$ cat src/rtl/core_pkg.sv
// rtl/core_pkg.sv - shared state encoding, widths and SRAM enable levels for the core sequencer
package core_pkg;

    typedef enum logic [2:0] {
        IDLE,
        LD_ACT,
        LD_W,
        KICK,
        COMPUTE,
        RD,
        DRAIN,
        FIN
    } seq_state_t;

    localparam int ACT_AW = 7;
    localparam int OP_AW  = 9;
    localparam int LD_DW  = 32;
    localparam int OP_DW  = 128;
    localparam int CNT_W  = 9;
    localparam int TMO_W  = 13;

    // SRAM strobes are active-low
    localparam logic CEN_ON  = 1'b0;
    localparam logic CEN_OFF = 1'b1;
    localparam logic WEN_WR  = 1'b0;
    localparam logic WEN_RD  = 1'b1;

endpackage

$ cat src/rtl/seq_skid_buf.sv
// rtl/seq_skid_buf.sv - 2-entry data+last buffer feeding the host readback stream
module seq_skid_buf
    import core_pkg::*;
(
    input  logic             clk,
    input  logic             reset,
    input  logic             in_tvalid,
    input  logic [OP_DW-1:0] in_tdata,
    input  logic             in_tlast,
    output logic             out_tvalid,
    input  logic             out_tready,
    output logic [OP_DW-1:0] out_tdata,
    output logic             out_tlast,
    output logic [1:0]       free
);

    logic [OP_DW:0] ent [2];
    logic           wr_ptr;
    logic           rd_ptr;
    logic [1:0]     count;
    logic           pop;

    assign pop        = out_tvalid && out_tready;
    assign out_tvalid = (count != 2'd0);
    assign {out_tlast, out_tdata} = ent[rd_ptr];
    // Slots available next cycle; credits a pop happening this cycle so a
    // steady 1 word/cycle stream never has to pause.
    assign free = 2'd2 - count + {1'b0, pop};

    always_ff @(posedge clk or negedge reset) begin
        if (!reset) begin
            ent[0] <= '0;
            ent[1] <= '0;
            wr_ptr <= 1'b0;
            rd_ptr <= 1'b0;
            count  <= 2'd0;
        end else begin
            if (in_tvalid) begin
                ent[wr_ptr] <= {in_tlast, in_tdata};
                wr_ptr      <= !wr_ptr;
            end
            if (pop) begin
                rd_ptr <= !rd_ptr;
            end
            count <= count + {1'b0, in_tvalid} - {1'b0, pop};
        end
    end

endmodule

$ cat src/rtl/core_seq_ctrl.sv
// rtl/core_seq_ctrl.sv - loads ACT/W SRAMs, kicks the corelet, streams OP SRAM back
// Optional compute watchdog: SEQ_TIMEOUT_EN
module core_seq_ctrl
    import core_pkg::*;
#(
    parameter int ACT_DEPTH = 36,
    parameter int W_DEPTH   = 72,
    parameter int OP_DEPTH  = 340,
    parameter int OP_BASE   = 0
`ifdef SEQ_TIMEOUT_EN
    ,
    parameter int TMO_CYC   = 4096
`endif
) (
    input  logic              clk,
    input  logic              reset,
    input  logic              start,
    output logic              busy,
    output logic              done,
    output logic              err,
    input  logic              ld_valid,
    output logic              ld_ready,
    input  logic [LD_DW-1:0]  ld_data,
    output logic              rd_valid,
    input  logic              rd_ready,
    output logic [OP_DW-1:0]  rd_data,
    output logic              rd_last,
    output logic              cl_sel,
    output logic              seq_begin,
    input  logic              seq_done,
    output logic [LD_DW-1:0]  act_d,
    output logic [ACT_AW-1:0] act_addr,
    output logic              act_cen,
    output logic              act_wen,
    output logic [LD_DW-1:0]  w_d,
    output logic [ACT_AW-1:0] w_addr,
    output logic              w_cen,
    output logic              w_wen,
    output logic [OP_AW-1:0]  op_addr,
    output logic              op_cen,
    output logic              op_wen,
    input  logic [OP_DW-1:0]  op_q
);

    seq_state_t       state, state_nxt;
    logic [CNT_W-1:0] cnt, cnt_nxt;
    logic             err_nxt;
    logic             pend;
    logic             pend_last;
    logic             issue;
    logic             last_issue;
    logic [1:0]       free;

`ifdef SEQ_TIMEOUT_EN
    logic [TMO_W-1:0] tmo, tmo_nxt;
`endif

    assign op_wen     = WEN_RD;
    assign last_issue = (cnt == CNT_W'(OP_DEPTH - 1));
    // A read is issued only if its data will find a slot when it lands.
    assign issue      = (state == RD) && (free > {1'b0, pend});

    seq_skid_buf u_skid (
        .clk        (clk),
        .reset      (reset),
        .in_tvalid  (pend),
        .in_tdata   (op_q),
        .in_tlast   (pend_last),
        .out_tvalid (rd_valid),
        .out_tready (rd_ready),
        .out_tdata  (rd_data),
        .out_tlast  (rd_last),
        .free       (free)
    );

    always_ff @(posedge clk or negedge reset) begin
        if (!reset) begin
            state     <= IDLE;
            cnt       <= '0;
            err       <= 1'b0;
            pend      <= 1'b0;
            pend_last <= 1'b0;
`ifdef SEQ_TIMEOUT_EN
            tmo       <= '0;
`endif
        end else begin
            state     <= state_nxt;
            cnt       <= cnt_nxt;
            err       <= err_nxt;
            pend      <= issue;
            pend_last <= issue && last_issue;
`ifdef SEQ_TIMEOUT_EN
            tmo       <= tmo_nxt;
`endif
        end
    end

    always_comb begin
        state_nxt = state;
        cnt_nxt   = cnt;
        err_nxt   = err;
`ifdef SEQ_TIMEOUT_EN
        tmo_nxt   = tmo;
`endif
        busy      = 1'b1;
        done      = 1'b0;
        ld_ready  = 1'b0;
        cl_sel    = 1'b1;
        seq_begin = 1'b0;
        act_d     = '0;
        act_addr  = '0;
        act_cen   = CEN_OFF;
        act_wen   = WEN_RD;
        w_d       = '0;
        w_addr    = '0;
        w_cen     = CEN_OFF;
        w_wen     = WEN_RD;
        op_addr   = '0;
        op_cen    = CEN_OFF;

        case (state)
            IDLE: begin
                busy = 1'b0;
                if (start) begin
                    state_nxt = LD_ACT;
                    cnt_nxt   = '0;
                    err_nxt   = 1'b0;
                end
            end
            LD_ACT: begin
                ld_ready = 1'b1;
                act_addr = cnt[ACT_AW-1:0];
                if (ld_valid) begin
                    act_cen = CEN_ON;
                    act_wen = WEN_WR;
                    act_d   = ld_data;
                    if (cnt == CNT_W'(ACT_DEPTH - 1)) begin
                        state_nxt = LD_W;
                        cnt_nxt   = '0;
                    end else begin
                        cnt_nxt = cnt + CNT_W'(1);
                    end
                end
            end
            LD_W: begin
                ld_ready = 1'b1;
                w_addr   = cnt[ACT_AW-1:0];
                if (ld_valid) begin
                    w_cen = CEN_ON;
                    w_wen = WEN_WR;
                    w_d   = ld_data;
                    if (cnt == CNT_W'(W_DEPTH - 1)) begin
                        state_nxt = KICK;
                        cnt_nxt   = '0;
                    end else begin
                        cnt_nxt = cnt + CNT_W'(1);
                    end
                end
            end
            KICK: begin
                cl_sel    = 1'b0;
                seq_begin = 1'b1;
                state_nxt = COMPUTE;
`ifdef SEQ_TIMEOUT_EN
                tmo_nxt   = TMO_W'(1);
`endif
            end
            COMPUTE: begin
                cl_sel = 1'b0;
                if (seq_done) begin
                    state_nxt = RD;
`ifdef SEQ_TIMEOUT_EN
                end else if (tmo == TMO_W'(TMO_CYC - 1)) begin
                    // tmo counts cycles since KICK, so done lands TMO_CYC after it
                    err_nxt   = 1'b1;
                    state_nxt = FIN;
                end else begin
                    tmo_nxt = tmo + TMO_W'(1);
`endif
                end
            end
            RD: begin
                op_addr = OP_AW'(OP_BASE) + cnt;
                if (issue) begin
                    op_cen = CEN_ON;
                    if (last_issue) begin
                        state_nxt = DRAIN;
                        cnt_nxt   = '0;
                    end else begin
                        cnt_nxt = cnt + CNT_W'(1);
                    end
                end
            end
            DRAIN: begin
                if (!pend && !rd_valid) begin
                    state_nxt = FIN;
                end
            end
            FIN: begin
                busy      = 1'b0;
                done      = 1'b1;
                state_nxt = IDLE;
            end
            default: begin
                state_nxt = IDLE;
            end
        endcase
    end

endmodule

$ cat config.mk
export PLATFORM = sky130hd
export DESIGN_NAME = core_seq_ctrl
export DESIGN_NICKNAME = d
export VERILOG_FILES = /design/src/rtl/core_pkg.sv /design/src/rtl/seq_skid_buf.sv /design/src/rtl/core_seq_ctrl.sv
export SDC_FILE = /design/constraint.sdc
export NUM_CORES = 1
export LEC_CHECK = 0
export CAP_MARGIN = 0
export CORE_MARGIN = 2
export CORE_UTILIZATION = 48
export DETAILED_ROUTE_END_ITERATION = 16
export GPL_TIMING_DRIVEN = 0
export PLACE_DENSITY = 0.81
export SLEW_MARGIN = 25
export SYNTH_ARGS = -nofsm -noshare
export SYNTH_HDL_FRONTEND = slang
export SYNTH_HIERARCHICAL = 1
export SYNTH_SLANG_ARGS = --single-unit
$ cat constraint.sdc
create_clock -name clk -period 2.6 [get_ports clk]
set_input_delay 0.52 -clock clk [delete_from_list [all_inputs] [get_ports clk]]
set_output_delay 0.52 -clock clk [all_outputs]
set_load 0.03 [all_outputs]
==> impl_metrics.json <==
{
  "gp_congestion": 0.8266,
  "maxSlewHeadroom_pct": 61.32,
  "fin_crit_ns": 2.626,
  "worst_pin_slew_ns": 0.5802,
  "grt_usage_pct": 24.36,
  "hold_viol": 0,
  "crit_type": "flop to output pin",
  "ir_drop_v": 0.0007031,
  "max_freq_ghz": 0.3808,
  "fin_area_um2": 18740,
  "ys_async_sr_fraction_pct": 100.0,
  "io_pins": 395,
  "drt-total-wl_mm": 36.98,
  "clk_latency_ns": 0.55,
  "htree_levels": 1,
  "finalCritPeriodShare_pct": 101.0,
  "drc": 0,
  "synthFlopType": "dfrtp_1",
  "path_clk_slew_ns": 0.06,
  "area_growth_pct": 40.02,
  "row_count": 61,
  "ys_seq_elements": 276,
  "tns_ns": -0.02618,
  "post_drt_wl_per_cell_um": 20.86,
  "cts_sinks": 276,
  "die_h_um": 171.0,
  "setup_ws_ns": -0.02618,
  "power.density_nw_per_um2": 1396,
  "cap_violations": 0,
  "root_buffer": "clkbuf_16",
  "ys_seq_area_share_pct": 51.61,
  "vias": 9229,
  "layout-drive-gt1-share_pct": 54.38,
  "finalNetCount": 1542,
  "syn_avg_cell_area_um2": 14.64,
  "synthesis.area_um2": 13380,
  "tritoncts": "done",
  "grt_antenna_before_repair": 4,
  "first_pass_iters": 4,
  "finalMaxSlewViolations": 0,
  "die_w_um": 171.0,
  "finalClockSkew_ns": 0.01401,
  "synthCells": 914,
  "crit_required_ns": 2.08,
  "cts_buffer_depth": 3,
  "leakagePower_nw": 9.121,
  "final_cell_mix": "mux2_2 (288), dfrtp_1 (275), clkdlybuf4s50_1 (164), mux2_4 (101), clkbuf_2 (99)",
  "initial_utilization_pct": 48.44,
  "utilization_pct": 67.82,
  "arrival_ns": 2.11,
  "post_drt_via_cell_ratio": 5.205,
  "post-dp-hpwl_mm": 26.15,
  "grt_pass1_vias": 9956,
  "status": "finished, violations left",
  "ant_nets": 0,
  "postPlaceCellArea_um2": 17870,
  "hp-class": "input port to async pin",
  "pre_cts_ws_ns": -0.8994,
  "violations": "negative setup slack",
  "mostFrequentLayoutCell": "mux2_2",
  "synth_edf_count": 0,
  "grt_pass1_wl_mm": 55.44,
  "design.die.area_um2": 29230,
  "drtIter0Drc": 346,
  "rsz0062_at_grt": "yes",
  "port_buffers": 392,
  "setup_violations": 1,
  "yosysWarningCount": 6,
  "grt_overflow": 0,
  "syn-num-nets": 1085,
  "cts_made_buffers": 30,
  "synth.distinct_cells": 46,
  "startpoint_type": "flop",
  "cp_max_fo": 3,
  "crit_path_end_kind": "output pin",
  "grt_max_degree": 85,
  "coreArea_um2": 27630
}
## worst max-delay path, cell delays in order, from the launching register on
cell and delay (ns):
dfrtp_1 0.41, o21ai_2 0.17, inv_2 0.06, ha_4 0.27
inv_4 0.03, inv_2 0.05, ha_4 0.19, o21bai_4 0.14
nand2_2 0.09, buf_6 0.15
## cell families (layout without fill, tap and decap cells)
| logic type | after synthesis | count (layout) | share of synthesized area, % |
|---|---|---|---|
| simple gates | 135 | 135 | 6.311 |
| mux | 390 | 390 | 35.65 |
| flops | 276 | 276 | 51.61 |
| fa+ha+maj | 5 | 5 | 0.4675 |
| compound gates | 28 | 28 | 1.580 |
| buf+inv | 72 | 550 | 3.936 |
| other cells | 2 | 5 | 0.05612 |
| xor+xnor | 6 | 6 | 0.3927 |
## path summary, 6_finish.rpt
kind                                 startpoint               to  slack [ns]  depth (start not counted)
max in group asynchronous                 reset   u_skid/ent[13]        1.05                          4
worst max register to register           cnt[0]         state[0]        0.28                          6
min in group clk                u_skid/ent[126]  u_skid/ent[126]        0.49                          1
worst max-delay path            u_skid/count[0]           op_cen       -0.03                          9
worst min-delay path                      reset  u_skid/ent[231]        0.45                          2
worst min register to register  u_skid/ent[126]  u_skid/ent[126]        0.49                          1
## routing by layer
| layer | global-route usage, % | wire length (um) | up-vias |
|---|---|---|---|
| met2 | 43.65 | 18620 | 332 |
| met4 | 8.401 | 1289 | 4 |
| li1 | - | - | 4194 |
| met3 | 6.315 | 2795 | 72 |
| met5 | 0 | 23 | - |
| met1 | 28.20 | 14250 | 4627 |
## final cells by class
| cell class | instances | area, um^2 |
|---|---|---|
| tap | 378 | 473.0 |
| sequential | 276 | 6908 |
| timing repair buffer | 426 | 3593 |
| inverter | 6 | 25.02 |
| antenna | 3 | 7.507 |
| multi-input combinational | 566 | 6090 |
| fill | 2042 | 8890 |
| buffer | 65 | 665.6 |
| clock buffer | 46 | 900.9 |
| clock inverter | 7 | 76.32 |
## timing repair
item / in CTS / in global routing
cloned: 3 / 1
resized for setup: 641 / 312
pin swaps: 6 / 7
setup buffers: 17 / 9
hold buffers: 1 / 0
setup endpoints to repair: 235 / 188
hold endpoints to repair: 36 / 0
## through the flow
step | power, W | instances | hold WS [ns]
floorplan | 0.01734 | 914 | 0.2244
detailed placement | 0.02260 | 1687 | 0.4240
global route | 0.02746 | 1772 | 0.4469
global placement | 0.02231 | 1684 | 0.4687
CTS | 0.02627 | 1760 | 0.4224
finish | 0.02616 | 1773 | 0.4496
## state kept, by name, summed over array words and instances, names as in the netlist
register / cells
pend_last: 1
u_skid/count: 2
u_skid/ent: 258
pend: 1
state: 3
cnt: 9
u_skid/wr_ptr: 1
u_skid/rd_ptr: 1
## power breakdown
part           internal [W]  switching (W)
sequential          0.00637        0.00110
clock               0.00247        0.00169
combinational       0.00690        0.00762
## cells in the mapped netlist, types with 4 or more instances
master      n  area (um^2)
a22o_1      6        52.55
and2_1     20        125.1
and3_1     69        431.7
buf_2      19        95.09
buf_4       8        60.06
buf_6      12        135.1
buf_8      10        150.1
clkbuf_1   16        60.06
dfrtp_1   276         6907
ha_1        5        62.56
inv_1       6        22.52
mux2_2    288         3243
mux2_4    101         1516
nand2_1    10        37.54
nor2_1      6        22.52
nor2b_1     4        25.02
o21ai_0    11        55.05
xnor2_1     5        43.79
(Power assumes the default switching activity.)
